## config.mk

```make
export PLATFORM = sky130hd
export DESIGN_NAME = decode_seq_stage_flat
export DESIGN_NICKNAME = d
export VERILOG_FILES = /design/src/rtl/decode_seq_if.sv /design/src/rtl/decode_seq_stage.sv /design/src/flat_wrapper.sv
export SDC_FILE = /design/constraint.sdc
export NUM_CORES = 1
export LEC_CHECK = 0
export CAP_MARGIN = 30
export CORE_UTILIZATION = 43
export CTS_CLUSTER_SIZE = 10
export DETAILED_ROUTE_END_ITERATION = 10
export HOLD_SLACK_MARGIN = 0.05
export PLACE_DENSITY = 0.68
export SETUP_SLACK_MARGIN = 0.3
export SLEW_MARGIN = 40
export SYNTH_ARGS = -nofsm -noshare
export SYNTH_HDL_FRONTEND = slang
export SYNTH_SLANG_ARGS = --single-unit
```

## constraint.sdc

```tcl
create_clock -name clk -period 3 [get_ports clk]
set_clock_uncertainty 0.1 [all_clocks]
set_input_delay 0.6 -clock clk [delete_from_list [all_inputs] [get_ports clk]]
set_output_delay 0.6 -clock clk [all_outputs]
set_load 0.05 [all_outputs]
```

## src/rtl/decode_seq_if.sv

```systemverilog
// Decode-stage port bundle: F/D inputs, write-back and SP load going in, decoded controls,
// fetch steering and FSM debug coming out.
interface decode_seq_if #(
  parameter int W    = 16,
  parameter int NREG = 8,
  parameter int SPW  = 32
);
  localparam int AW = $clog2(NREG);

  logic [5:0]     opcode;
  logic [AW-1:0]  src;
  logic [AW-1:0]  dst;
  logic           irq;
  logic           stall_in;
  logic           flush_in;
  logic           wb_en;
  logic [AW-1:0]  wb_addr;
  logic [W-1:0]   wb_data;
  logic           sp_we;
  logic [SPW-1:0] sp_wdata;

  logic [W-1:0]   rsrc;
  logic [W-1:0]   rdst;
  logic [SPW-1:0] sp;
  logic [13:0]    ex_ctl;
  logic [6:0]     mem_ctl;
  logic [5:0]     wb_ctl;
  // Hold handshake: fd_en/pc_en low means fetch must keep F/D and PC unchanged
  // this cycle; high means fetch may advance, steered by jump_sel.
  logic           fd_en;
  logic           pc_en;
  logic [1:0]     jump_sel;
  logic           flush_out;
  logic           busy;

  logic [2:0]     dbg_state;
  logic [1:0]     dbg_step;
  logic           dbg_irq_pend;

  modport master (
    output opcode, src, dst, irq, stall_in, flush_in, wb_en, wb_addr, wb_data, sp_we, sp_wdata,
    input  rsrc, rdst, sp, ex_ctl, mem_ctl, wb_ctl, fd_en, pc_en, jump_sel, flush_out, busy,
    input  dbg_state, dbg_step, dbg_irq_pend
  );

  modport slave (
    input  opcode, src, dst, irq, stall_in, flush_in, wb_en, wb_addr, wb_data, sp_we, sp_wdata,
    output rsrc, rdst, sp, ex_ctl, mem_ctl, wb_ctl, fd_en, pc_en, jump_sel, flush_out, busy,
    output dbg_state, dbg_step, dbg_irq_pend
  );
endinterface

```

## src/rtl/decode_seq_stage.sv

```systemverilog
// Decode stage: register file, SP, static control decode and the CALL/RET/RETI/interrupt
// stack sequencer. Define DECODE_RF_BYPASS_EN to forward same-cycle write-back to reads.
module decode_seq_stage #(
  parameter int             W        = 16,
  parameter int             NREG     = 8,
  parameter int             SPW      = 32,
  parameter logic [SPW-1:0] SP_INIT  = SPW'(32'h0000_0FFE),
  parameter int             PC_WORDS = 2
) (
  input logic         clk,
  input logic         rst,
  decode_seq_if.slave bus
);
  typedef enum logic [2:0] {S_IDLE, S_INT, S_CALL, S_RET, S_RETI} state_e;

  localparam logic [5:0] OP_CALL = 6'h30;
  localparam logic [5:0] OP_RET  = 6'h31;
  localparam logic [5:0] OP_RETI = 6'h32;
  // mem_ctl: [0] write, [1] read, [2] sp_dec, [3] sp_inc, [4] flags word
  localparam logic [6:0] MC_PUSH = 7'h05;
  localparam logic [6:0] MC_POP  = 7'h0A;
  localparam logic [6:0] MC_FLAG = 7'h10;

  state_e         state_q, state_d;
  logic [1:0]     step_q, step_d;
  logic           irq_pend_q, irq_pend_d;
  logic [W-1:0]   rf_q [NREG];
  logic [SPW-1:0] sp_q;

  logic [13:0] dec_ex;
  logic [6:0]  dec_mem;
  logic [5:0]  dec_wb;
  logic [6:0]  seq_mem;
  logic [1:0]  last_idx;
  logic        flag_step;
  logic        bubble;
  logic        fd_en, pc_en, flush_out;
  logic [1:0]  jump_sel;

  // Static decode; ex_ctl[0] add, [1] sub, [8] address pass, [13] jump;
  // wb_ctl[0] reg write, [1] mem-to-reg.
  always_comb begin
    dec_ex  = '0;
    dec_mem = '0;
    dec_wb  = '0;
    case (bus.opcode)
      6'h01: begin dec_ex = 14'h0001; dec_wb = 6'h01; end
      6'h02: begin dec_ex = 14'h0002; dec_wb = 6'h01; end
      6'h03: begin dec_ex = 14'h0100; dec_mem = 7'h02; dec_wb = 6'h03; end
      6'h04: begin dec_ex = 14'h0100; dec_mem = 7'h01; end
      6'h05: dec_mem = 7'h05;
      6'h06: begin dec_mem = 7'h0A; dec_wb = 6'h03; end
      6'h07: dec_ex = 14'h2000;
      default: ;
    endcase
  end

  always_comb begin
    last_idx  = 2'(PC_WORDS - 1);
    flag_step = 1'b0;
    case (state_q)
      S_INT:  begin last_idx = 2'(PC_WORDS); flag_step = (step_q == 2'(PC_WORDS)); end
      S_RETI: begin last_idx = 2'(PC_WORDS); flag_step = (step_q == 2'd0); end
      default: ;
    endcase
  end

  always_comb begin
    state_d    = state_q;
    step_d     = step_q;
    irq_pend_d = irq_pend_q | bus.irq;
    bubble     = 1'b0;
    seq_mem    = '0;
    fd_en      = 1'b1;
    pc_en      = 1'b1;
    jump_sel   = 2'b00;
    flush_out  = 1'b0;
    if (bus.flush_in) begin
      bubble    = 1'b1;
      flush_out = 1'b1;
      state_d   = S_IDLE;
      step_d    = '0;
    end else if (state_q == S_IDLE) begin
      if (bus.irq || irq_pend_q) begin
        bubble     = 1'b1;
        fd_en      = 1'b0;
        pc_en      = 1'b0;
        state_d    = S_INT;
        irq_pend_d = 1'b0;
      end else if (bus.stall_in) begin
        bubble = 1'b1;
        fd_en  = 1'b0;
        pc_en  = 1'b0;
      end else if (bus.opcode == OP_CALL || bus.opcode == OP_RET || bus.opcode == OP_RETI) begin
        bubble = 1'b1;
        fd_en  = 1'b0;
        pc_en  = 1'b0;
        case (bus.opcode)
          OP_CALL: state_d = S_CALL;
          OP_RET:  state_d = S_RET;
          default: state_d = S_RETI;
        endcase
      end
    end else if (bus.stall_in) begin
      bubble = 1'b1;
      fd_en  = 1'b0;
      pc_en  = 1'b0;
    end else begin
      seq_mem = ((state_q == S_INT || state_q == S_CALL) ? MC_PUSH : MC_POP)
              | (flag_step ? MC_FLAG : 7'h00);
      if (step_q == last_idx) begin
        flush_out = 1'b1;
        state_d   = S_IDLE;
        step_d    = '0;
        case (state_q)
          S_INT:   jump_sel = 2'b10;
          S_CALL:  jump_sel = 2'b11;
          default: jump_sel = 2'b01;
        endcase
      end else begin
        fd_en  = 1'b0;
        pc_en  = 1'b0;
        step_d = step_q + 2'd1;
      end
    end
  end

  always_ff @(posedge clk) begin
    if (!rst) begin
      state_q    <= S_IDLE;
      step_q     <= '0;
      irq_pend_q <= 1'b0;
      sp_q       <= SP_INIT;
      for (int i = 0; i < NREG; i++) rf_q[i] <= '0;
    end else begin
      state_q    <= state_d;
      step_q     <= step_d;
      irq_pend_q <= irq_pend_d;
      if (bus.wb_en) rf_q[bus.wb_addr] <= bus.wb_data;
      if (bus.sp_we) sp_q <= bus.sp_wdata;
    end
  end

`ifdef DECODE_RF_BYPASS_EN
  assign bus.rsrc = (bus.wb_en && bus.wb_addr == bus.src) ? bus.wb_data : rf_q[bus.src];
  assign bus.rdst = (bus.wb_en && bus.wb_addr == bus.dst) ? bus.wb_data : rf_q[bus.dst];
`else
  assign bus.rsrc = rf_q[bus.src];
  assign bus.rdst = rf_q[bus.dst];
`endif

  assign bus.sp           = sp_q;
  assign bus.ex_ctl       = (bubble || state_q != S_IDLE) ? 14'h0 : dec_ex;
  assign bus.mem_ctl      = bubble ? 7'h0 : ((state_q == S_IDLE) ? dec_mem : seq_mem);
  assign bus.wb_ctl       = (bubble || state_q != S_IDLE) ? 6'h0 : dec_wb;
  assign bus.fd_en        = fd_en;
  assign bus.pc_en        = pc_en;
  assign bus.jump_sel     = jump_sel;
  assign bus.flush_out    = flush_out;
  assign bus.busy         = (state_q != S_IDLE);
  assign bus.dbg_state    = state_q;
  assign bus.dbg_step     = step_q;
  assign bus.dbg_irq_pend = irq_pend_q;
endmodule

```

## src/flat_wrapper.sv

```systemverilog
// flat-port wrapper written by rule: the top's interface ports become plain ports
module decode_seq_stage_flat 
#(
  parameter int             W        = 16,
  parameter int             NREG     = 8,
  parameter int             SPW      = 32,
  parameter logic [SPW-1:0] SP_INIT  = SPW'(32'h0000_0FFE),
  parameter int             PC_WORDS = 2
)
  (clk, rst, bus_opcode, bus_src, bus_dst, bus_irq, bus_stall_in, bus_flush_in, bus_wb_en, bus_wb_addr, bus_wb_data, bus_sp_we, bus_sp_wdata, bus_rsrc, bus_rdst, bus_sp, bus_ex_ctl, bus_mem_ctl, bus_wb_ctl, bus_fd_en, bus_pc_en, bus_jump_sel, bus_flush_out, bus_busy, bus_dbg_state, bus_dbg_step, bus_dbg_irq_pend);
  decode_seq_if #(.W(W), .NREG(NREG), .SPW(SPW)) bus_i ();
  input logic clk;
  input logic rst;
  input wire logic [$bits(bus_i.opcode)-1:0] bus_opcode;
  input wire logic [$bits(bus_i.src)-1:0] bus_src;
  input wire logic [$bits(bus_i.dst)-1:0] bus_dst;
  input wire logic [$bits(bus_i.irq)-1:0] bus_irq;
  input wire logic [$bits(bus_i.stall_in)-1:0] bus_stall_in;
  input wire logic [$bits(bus_i.flush_in)-1:0] bus_flush_in;
  input wire logic [$bits(bus_i.wb_en)-1:0] bus_wb_en;
  input wire logic [$bits(bus_i.wb_addr)-1:0] bus_wb_addr;
  input wire logic [$bits(bus_i.wb_data)-1:0] bus_wb_data;
  input wire logic [$bits(bus_i.sp_we)-1:0] bus_sp_we;
  input wire logic [$bits(bus_i.sp_wdata)-1:0] bus_sp_wdata;
  output wire logic [$bits(bus_i.rsrc)-1:0] bus_rsrc;
  output wire logic [$bits(bus_i.rdst)-1:0] bus_rdst;
  output wire logic [$bits(bus_i.sp)-1:0] bus_sp;
  output wire logic [$bits(bus_i.ex_ctl)-1:0] bus_ex_ctl;
  output wire logic [$bits(bus_i.mem_ctl)-1:0] bus_mem_ctl;
  output wire logic [$bits(bus_i.wb_ctl)-1:0] bus_wb_ctl;
  output wire logic [$bits(bus_i.fd_en)-1:0] bus_fd_en;
  output wire logic [$bits(bus_i.pc_en)-1:0] bus_pc_en;
  output wire logic [$bits(bus_i.jump_sel)-1:0] bus_jump_sel;
  output wire logic [$bits(bus_i.flush_out)-1:0] bus_flush_out;
  output wire logic [$bits(bus_i.busy)-1:0] bus_busy;
  output wire logic [$bits(bus_i.dbg_state)-1:0] bus_dbg_state;
  output wire logic [$bits(bus_i.dbg_step)-1:0] bus_dbg_step;
  output wire logic [$bits(bus_i.dbg_irq_pend)-1:0] bus_dbg_irq_pend;
  assign bus_i.opcode = bus_opcode;
  assign bus_i.src = bus_src;
  assign bus_i.dst = bus_dst;
  assign bus_i.irq = bus_irq;
  assign bus_i.stall_in = bus_stall_in;
  assign bus_i.flush_in = bus_flush_in;
  assign bus_i.wb_en = bus_wb_en;
  assign bus_i.wb_addr = bus_wb_addr;
  assign bus_i.wb_data = bus_wb_data;
  assign bus_i.sp_we = bus_sp_we;
  assign bus_i.sp_wdata = bus_sp_wdata;
  assign bus_rsrc = bus_i.rsrc;
  assign bus_rdst = bus_i.rdst;
  assign bus_sp = bus_i.sp;
  assign bus_ex_ctl = bus_i.ex_ctl;
  assign bus_mem_ctl = bus_i.mem_ctl;
  assign bus_wb_ctl = bus_i.wb_ctl;
  assign bus_fd_en = bus_i.fd_en;
  assign bus_pc_en = bus_i.pc_en;
  assign bus_jump_sel = bus_i.jump_sel;
  assign bus_flush_out = bus_i.flush_out;
  assign bus_busy = bus_i.busy;
  assign bus_dbg_state = bus_i.dbg_state;
  assign bus_dbg_step = bus_i.dbg_step;
  assign bus_dbg_irq_pend = bus_i.dbg_irq_pend;
  decode_seq_stage #(.W(W), .NREG(NREG), .SPW(SPW), .SP_INIT(SP_INIT), .PC_WORDS(PC_WORDS)) u_core (.clk(clk), .rst(rst), .bus(bus_i));
endmodule
```

==> metrics, run 1 <==
TritonCTS Buffers=17; Tcrit/Tclk final=0.9690; Clock Latency Late Sink=430 ps; register-to-register setup slack=1120 ps; gr usage total=0.2317; fin crit period=2907 ps; root buffer cell=clkbuf_16; initial antenna violation count=1; Worst setup SP type=input port; Crit. path cell count=6; CP endpoint kind=output pin; Worst Max-Slew Pin Slew=816.1 ps; Worst path top cell family by delay=buffers and inverters; top-level port count=173; Syn. warnings=0; Top cell by count, worst path=buf_12; CP Capture Point=bus_ex_ctl[8]; CP Max Fanout=4; nets=897; maximum capacitance violations=0; share of cells above drive strength 1=0.3496; largest net degree at the start of global routing=35; reg2reg end=u_core.bus.dbg_state[2]$_SDFFE_PP0P_; WL per Instance=21.12 microns; placed cell areas=10970 sq um; design area=12020 sq um; Vias per Instance=5.409; Final Max Slew Viols=0; Die W=144.3 microns; Worst path max stage delay=610 ps; syn_area_per_cell=13.99 sq um; TritonCTS clock tree=yes; Yosys cell types=49; dpl ws=-82.39 ps; P per Cell Area=500.6 nW/um^2; Hold Crit Class=reg2reg; Hold WS=386.6 ps; CTS clk-pin slew, worst paths=60 ps; required time of the critical path=2300 ps; leakage power of the design=4.497 nW; Final Setup Violations=0; status=finished clean; first-pass GRT wire length=34730 microns; final WL=23320 microns; CP startpoint=bus_opcode[5]; detailed placement HPWL=14480 microns; Die Height=144.3 microns; RSZ-0062 raised after global routing=yes; cells along the critical path=clkdlybuf4s50_1 > or4_4 > buf_12 > buf_6 > nor2_4 > buf_12; total gr overflow=0; Crit-path slowest cell=or4_4; vias in the first global route=6225; drt drc=0; post-synthesis cell area=8701 sq um; post-synthesis sequential area ratio=0.5292; total power=0.006016 W; Final Hold Vio Count=0; CP bufs+invs=4; clk buf depth=2; Initial Utilization=0.4427; H-Tree Depth=4; #FFs+latches synth=166; Critical Path AT=2210 ps; area of the core=19650 sq um; final worst setup slack=93.13 ps; number of port buffers=156; die area=20810 sq um; DR vias=5972; VDD IR max=0.4026 mV; reg-to-reg startpoint=u_core.bus.dbg_state[1]$_SDFFE_PP0P_; max frequency=344.0 MHz; Mapped Cells=622; R2R depth=7; First DRT Iteration DRCs=463; CTS sink cnt=166; Slew HR=0.4539; critical path class=in2out; num rows=51; First-pass DRT Iterations=4; Area Overhead vs Synth=38.12%; ANT nets after route=0; gpl congestion=0.7608
[worst register-to-register path, cell delays in order (launching register included)]
cell	delay [ps]
dfxtp_4	360
buf_6	120
or4b_4	490
o32ai_4	160
buf_6	160
buf_4	130
o2111ai_1	140
a21oi_1	160
[metal layers]
| metal | up-vias | GRT usage | part of all wire |
|---|---|---|---|
| li1 | 2695 | - | - |
| met1 | 3003 | 0.2884 | 0.40 |
| met2 | 255 | 0.3911 | 0.50 |
| met3 | 19 | 0.07020 | 0.088 |
| met4 | 0 | 0.06316 | 0.012 |
| met5 | - | 0 | 0 |
[synthesized netlist by cell type (all sizes together)]
library cell	number	area (sq um)
and2	130	813.3
edfxtp	128	3844
mux4	64	1441
dfxtp	38	760.7
buf	34	230.2
mux2	32	360.4
mux2i	32	320.3
clkbuf	25	93.84
nor2b	23	143.9
nor2	19	71.32
nand2	17	63.81
a21oi	12	60.06
o21ai	9	45.04
nand2b	8	50.05
inv	7	26.28
nor3	7	51.30
nand3	5	30.03
o2111ai	3	26.28
o22ai	3	18.77
ha	2	25.02
nand4	2	12.51
nor4	2	18.77
or4	2	18.77
xnor2	2	17.52
a211oi	1	12.51
a31oi	1	6.260
a41oi	1	8.760
and3b	1	8.760
and4	1	10.01
conb	1	3.750
nand3b	1	7.510
nor4b	1	23.77
o211a	1	10.01
o311ai	1	8.760
o32ai	1	16.27
o41ai	1	8.760
or2	1	6.260
or2b	1	7.510
or4b	1	10.01
xor2	1	8.760
[report_power, final]
part	total, W	internal, W	switching, W	leakage, nW
clock network	0.00204	0.00115	0.000893	0.283
logic	0.00130	0.000557	0.000739	2.67
registers	0.00268	0.00261	0.0000691	1.54
[worst min-delay path by stage]
| stage | from | end | slack (ps) | cells past startpoint |
|---|---|---|---|---|
| after floorplan | bus_sp_wdata[1] | u_core.bus.sp[1]$_SDFFE_PN1P_ | 630 | 2 |
| after global placement | u_core.bus.sp[2]$_SDFFE_PN1P_ | u_core.bus.sp[2]$_SDFFE_PN1P_ | 350 | 2 |
| after detailed placement | u_core.bus.sp[5]$_SDFFE_PN1P_ | u_core.bus.sp[5]$_SDFFE_PN1P_ | 360 | 2 |
| after CTS | u_core.bus.sp[5]$_SDFFE_PN1P_ | u_core.bus.sp[5]$_SDFFE_PN1P_ | 390 | 2 |
| after global routing | u_core.bus.sp[8]$_SDFFE_PN1P_ | u_core.bus.sp[8]$_SDFFE_PN1P_ | 410 | 2 |
| final | u_core.bus.sp[8]$_SDFFE_PN1P_ | u_core.bus.sp[8]$_SDFFE_PN1P_ | 390 | 2 |
[cell families (layout without fill, tap and decap cells)]
| kind of cell | Yosys count | after routing | synth area share |
|---|---|---|---|
| simple gates | 222 | 222 | 0.1549 |
| flops | 166 | 166 | 0.5292 |
| mux | 128 | 128 | 0.2439 |
| buf+inv | 66 | 267 | 0.04026 |
| compound gates | 34 | 34 | 0.02545 |
| xor+xnor | 3 | 3 | 0.003020 |
| fa+ha+maj | 2 | 2 | 0.002876 |
| other cells | 1 | 17 | 0.0004310 |
[repair_timing]
action | 4_1_cts | 5_1_grt
resized for setup | 27 | 29
pin swaps | 12 | 8
cloned | 5 | 2
setup endpoints to repair | 47 | 42
setup buffers | 16 | 7
hold buffers | 0 | 0
[final cells by class]
cell class,count,area [sq um]
sequential,166,4616
inverter,7,28.78
clock inverter,12,75.07
fill,1556,7636
tap,265,331.6
timing repair buffer,228,2475
antenna,1,2.502
clock buffer,20,478.0
multi-input combinational,405,4011
[stage by stage]
step / TNS, ps / instances / util
final: 0 / 1104 / 0.6115
after global routing: 0 / 1104 / 0.6115
after CTS: 0 / 1094 / 0.6024
after detailed placement: -313.0 / 1041 / 0.5581
after global placement: -124.8 / 1040 / 0.5567
after floorplan: 0 / 637 / -
[flip-flops by register name, indices dropped and copies added, names as in the netlist]
register                 count
u_core.rf_q                128
u_core.bus.dbg_state         3
u_core.bus.dbg_irq_pend      1
u_core.bus.sp               32
u_core.bus.dbg_step          2
[cell usage in the layout, fill, tap and decap left out, types with 6 or more instances in the layout]
master	count
a21oi_1	6
and2_1	129
buf_12	24
buf_4	81
buf_6	7
clkbuf_16	21
clkdlybuf4s50_1	97
conb_1	16
dfxtp_1	35
edfxtp_1	128
inv_1	7
mux2_2	32
mux2i_1	32
mux4_2	64
nand2_1	16
nand2b_1	7
nor2_1	14
nor2b_1	23
o21ai_1	6
(Power assumes the default switching activity.)
==> inputs of run 2 (changes only) <==
- CORE_UTILIZATION: 43 -> 52
- CTS_CLUSTER_SIZE: 10 -> 30
- PLACE_DENSITY: 0.68 -> 0.8
==> run 2 against run 1 <==
Compared with the run above: routed wire length up 3.1%; die area down 17%; clock-buffer cell count down 1; clock power up 4%; via count up 5.3%; total power up 1.3%; non-clock buffer count down 1; cell area down 0.79%; sequential cell count unchanged; first-iteration DRC count up 10%; largest power group unchanged; highest routed layer unchanged.
==> metrics, run 2 (synthesis results as in run 1) <==
status=finished clean; reg2reg end=u_core.bus.dbg_state[2]$_SDFFE_PP0P_; Hold WS=386.5 ps; Top cell by count, worst path=buf_12; CP endpoint kind=output pin; Critical Path AT=2220 ps; Area Overhead vs Synth=37.03%; cell internal pwr=0.004318 W; M1 WL=8766 microns; Worst Max-Slew Pin Slew=545.6 ps; Tcrit/Tclk final=0.9718; P per Cell Area=511.1 nW/um^2; CP startpoint=bus_irq; H-Tree Depth=4; met2 WL post-DR=12540 microns; share of cells above drive strength 1=0.3477; Seq pwr share=0.441; WL per Instance=22.83 microns; Final Max Slew Viols=0; DR vias=6288; Crit-path slowest cell=or4_4; Comb pwr share=0.211; reg-to-reg startpoint=u_core.bus.dbg_state[1]$_SDFFE_PP0P_; hold path depth=2; VDD IR max=0.4459 mV; Most flops, register=u_core.rf_q; vias in the first global route=6539; Clock Latency Late Sink=420 ps; maximum capacitance violations=0; largest net degree at the start of global routing=35; cells along the critical path=dlygate4sd2_1 > nor2_2 > nand3_2 > or4_4 > buf_12 > nor4_4 > buf_12; drt drc=0; antenna cells=0; fin crit period=2915 ps; initial antenna violation count=0; Max Used Layer=met4; Die W=131.4 microns; Die Height=131.4 microns; gr usage total=0.2829; dpl cells=994; CTS Hold Bufs=0; most common cell after layout, fill and taps aside=and2_1; TritonCTS clock tree=yes; First DRT Iteration DRCs=511; top-level port count=173; RSZ-0062 raised after global routing=yes; required time of the critical path=2300 ps; max FFs per register=128; root buffer cell=clkbuf_16; nets=896; register-to-register setup slack=1110 ps; Hold Crit Class=reg2reg; CP bufs+invs=3; first-pass GRT wire length=36470 microns; CTS clk-pin slew, worst paths=70 ps; area of the core=16120 sq um; CP Capture Point=bus_ex_ctl[0]; clk buf depth=2; R2R depth=7; Worst setup SP type=input port; WL met3=2243 microns; detailed placement HPWL=14240 microns; critical path class=in2out; num rows=46; Sw Share=0.2914; Final Setup Violations=0; final WL=24040 microns; First-pass DRT Iterations=5; max frequency=343.0 MHz; Final Hold Vio Count=0; TritonCTS Buffers=17; gpl congestion=0.8095; Vias per Instance=5.972; number of port buffers=156; Final Util=0.7398; total power=0.006094 W; Fin Setup TNS=0 ps; Clock power frac=0.348; total gr overflow=0; P_sw=0.001776 W; die area=17250 sq um; CTS sink cnt=166; most frequent cells in the layout=129 x and2_1, 128 x edfxtp_1, 95 x clkdlybuf4s50_1, 81 x buf_4, 64 x mux4_2; final cell count without fillers=1053; leakage power of the design=4.494 nW; CP Max Fanout=4; Initial Utilization=0.5399; Worst path max stage delay=500 ps; Slew HR=0.6352; ANT nets after route=0; Worst path top cell family by delay=simple AND/OR/NAND/NOR gates; Crit. path cell count=7
## run 2: cell count changes in the layout (fill, tap and decap cells not counted), moves of 2 or more
cell	delta
clkinv_2	-4
clkdlybuf4s50_1	-2
dlymetal6s2s_1	+2
o22ai_2	-2
inv_8	+2
o22ai_4	+2
buf_6	+2
inv_6	+4
## run 2: worst min path at each step
stage / from / to / slack (ps)
after floorplan: bus_sp_wdata[1] / u_core.bus.sp[1]$_SDFFE_PN1P_ / 630
after global placement: u_core.bus.sp[1]$_SDFFE_PN1P_ / u_core.bus.sp[1]$_SDFFE_PN1P_ / 360
after detailed placement: u_core.bus.sp[4]$_SDFFE_PN1P_ / u_core.bus.sp[4]$_SDFFE_PN1P_ / 370
after CTS: u_core.bus.sp[4]$_SDFFE_PN1P_ / u_core.bus.sp[4]$_SDFFE_PN1P_ / 390
after global routing: u_core.bus.sp[5]$_SDFFE_PN1P_ / u_core.bus.sp[5]$_SDFFE_PN1P_ / 420
final: u_core.bus.sp[11]$_SDFFE_PN1P_ / u_core.bus.sp[11]$_SDFFE_PN1P_ / 390
## run 2: final cells by class
cell class | count | area, sq um
Multi-Input combinational cell | 405 | 3996
Sequential cell | 166 | 4617
Clock inverter | 13 | 110.1
Clock buffer | 19 | 464.2
Fill cell | 1023 | 4193
Timing Repair Buffer | 227 | 2436
Inverter | 7 | 28.78
Tap cell | 216 | 270.3
## run 2: timing repair
action,in CTS,in global routing
resized for setup,31,25
setup buffers,13,7
gates cloned,5,2
endpoints found under the setup margin,47,42
hold endpoints to repair,0,0
pin swaps,9,5
## run 2: tightest hold or removal path, delay by kind of cell (launching register included)
family | cells | cell delay (ps)
DFF | 1 | 330
muxes | 1 | 70
and+or+nand+nor | 1 | 60
## run 2: through the flow
step | area (sq um) | setup slack, ps
after floorplan | 8916 | 10.13
after global placement | 10860 | -76.31
after detailed placement | 10880 | -113.3
after CTS | 11770 | 61.21
after global routing | 11920 | 42.09
final | 11920 | 84.73
## run 2: power groups by stage
stage / Sequential [W] / Clock (W) / Combinational [W]
CTS: 0.00268 / 0.00213 / 0.00126
global route: 0.00270 / 0.00224 / 0.00134
finish: 0.00269 / 0.00212 / 0.00129
detailed placement: 0.00273 / 0 / 0.00122
floorplan: 0.00280 / 0 / 0.000731
global placement: 0.00271 / 0 / 0.00120
## run 2: per-layer routing
metal	up-vias	track usage
met1	3182	0.3378
met5	-	0
met3	49	0.06481
li1	2702	-
met4	0	0.1124
met2	355	0.4947
==> inputs of run 3 (changes only) <==
- SETUP_SLACK_MARGIN: 0.3 -> default
==> run 3 against run 2 <==
Compared with the run above: hold slack got worse by 14 ps; register-to-register slack improved by 40 ps; total power increased by 0.78%; sequential cell count unchanged; via count decreased by 6.3%; cell count decreased by 2.5%; fmax decreased by 0.72%; utilization decreased by 3.0 points; cell area decreased by 4.1%; die area unchanged; critical endpoint unchanged.
==> metrics, run 3 (synthesis results as in run 1) <==
Worst Max-Slew Pin Slew=785.5 ps; DR vias=5892; critical path class=in2out; initial antenna violation count=0; Die W=131.4 microns; ANT nets after route=0; area of the core=16120 sq um; Critical Path AT=2240 ps; first-pass GRT wire length=34480 microns; First-pass DRT Iterations=6; CTS sink cnt=166; final worst setup slack=63.52 ps; final WL=21710 microns; CP Max Fanout=5; First DRT Iteration DRCs=384; max FFs per register=128; max frequency=340.5 MHz; TritonCTS clock tree=yes; Seq pwr share=0.437; Hold Crit Class=reg2reg; Die Height=131.4 microns; design area=11440 sq um; dpl ws=-139.5 ps; Final Util=0.7096; share of cells above drive strength 1=0.2984; fin crit period=2936 ps; VDD IR max=0.3648 mV; Tcrit/Tclk final=0.9788; reg-to-reg startpoint=u_core.bus.dbg_state[1]$_SDFFE_PP0P_; Worst setup SP type=input port; WL per Instance=21.14 microns; placed cell areas=10780 sq um; TritonCTS Buffers=17; CTS Hold Bufs=0; Final Max Slew Viols=0; Area Overhead vs Synth=31.44%; Comb pwr share=0.199; largest net degree at the start of global routing=43; reg2reg end=u_core.bus.dbg_state[1]$_SDFFE_PP0P_; Final Hold Vio Count=0; detailed placement HPWL=13910 microns; num rows=46; nets=870; gr usage total=0.2659; CTS clk-pin slew, worst paths=60 ps; Vias per Instance=5.737; CP endpoint kind=output pin; Initial Utilization=0.5399; Clock power frac=0.364; most common cell after layout, fill and taps aside=and2_1; number of port buffers=156; hold endpoint=u_core.bus.sp[9]$_SDFFE_PN1P_; cell internal pwr=0.004444 W; H-Tree Depth=4; Clock Latency Late Sink=430 ps; top-level port count=173; R2R depth=6; leakage power of the design=4.220 nW; status=finished clean; final cell count without fillers=1027; hold path depth=2; Slew HR=0.4757; gpl congestion=0.8028; P per Cell Area=537.0 nW/um^2; P_sw=0.001698 W; total gr overflow=0; RSZ-0062 raised after global routing=no; antenna cells=0; most frequent cells in the layout=130 x and2_1, 128 x edfxtp_1, 102 x clkdlybuf4s50_1, 71 x buf_4, 64 x mux4_2; register-to-register setup slack=1150 ps; Hold Crit Start=u_core.bus.sp[9]$_SDFFE_PN1P_; dpl cells=989; drt drc=0; die area=17250 sq um; Sw Share=0.2764; root buffer cell=clkbuf_16; maximum capacitance violations=0; Most flops, register=u_core.rf_q; Final Setup Violations=0; required time of the critical path=2300 ps; clk buf depth=2; vias in the first global route=6358
==> run 3: changes by cell type in the layout (fill, tap and decap cells not counted), moves of 4 or more <==
cell,previous run,this run
buf_16,4,0
buf_6,9,0
buf_4,81,71
dlymetal6s2s_1,4,0
a21oi_1,7,12
a21oi_2,4,0
clkdlybuf4s50_1,95,102
==> run 3: how the worst max path moves through the flow <==
| stage | startpoint | to | slack (ps) | cells past startpoint |
|---|---|---|---|---|
| final | bus_opcode[5] | bus_ex_ctl[0] | 60 | 5 |
| after global routing | bus_opcode[5] | bus_ex_ctl[0] | 20 | 5 |
| after CTS | u_core.bus.dbg_state[1]$_SDFFE_PP0P_ | bus_ex_ctl[1] | 10 | 5 |
| after detailed placement | bus_stall_in | bus_ex_ctl[1] | -140 | 6 |
| after global placement | bus_stall_in | bus_ex_ctl[1] | -60 | 6 |
| after floorplan | u_core.bus.dbg_step[1]$_SDFFE_PP0P_ | bus_mem_ctl[4] | -220 | 5 |
==> run 3: critical path: stages <==
cell and delay, ps:
clkdlybuf4s50_1 450, or4_4 640, buf_4 180, nor4_4 190
buf_12 180
==> run 3: layer usage <==
metal  GRT usage  routed length (microns)  vias to the layer above  share of wire
li1            -                        -                     2639              -
met5           0                        0                        -              0
met1      0.3220                     8228                     2934           0.38
met2      0.4574                    11260                      286           0.52
met3     0.07022                     1824                       33          0.084
met4     0.09561                      395                        0          0.018
==> run 3: final cells by class <==
cell class,count,area [sq um]
Fill cell,1052,4679
Sequential cell,166,4606
Multi-Input combinational cell,405,3879
Timing Repair Buffer,201,2051
Clock buffer,19,432.9
Tap cell,216,270.3
Clock inverter,13,171.4
Inverter,7,26.28
==> run 3: power groups by stage <==
stage | registers (W) | clock network [W] | logic (W)
2_1_floorplan | 0.00280 | 0 | 0.000722
3_3_place_gp | 0.00271 | 0 | 0.00120
3_5_place_dp | 0.00273 | 0 | 0.00122
4_1_cts | 0.00268 | 0.00227 | 0.00123
5_1_grt | 0.00270 | 0.00235 | 0.00128
6_report | 0.00268 | 0.00223 | 0.00122
==> run 3: metrics by stage <==
| stage | TNS, ps | power [W] | hold WS (ps) |
|---|---|---|---|
| CTS | 0 | 0.006177 | 376.7 |
| global placement | -106.4 | 0.003914 | 356.2 |
| detailed placement | -382.6 | 0.003947 | 358.9 |
| finish | 0 | 0.006142 | 372.8 |
| global route | 0 | 0.006331 | 400.4 |
| floorplan | -568.8 | 0.003526 | 628.5 |
==> run 3: repair_timing <==
item / CTS / global route
buffers inserted: 6 / 0
cloned: 0 / 0
setup endpoints to repair: 8 / 6
gates resized for setup: 6 / 0
pin swaps: 5 / 2
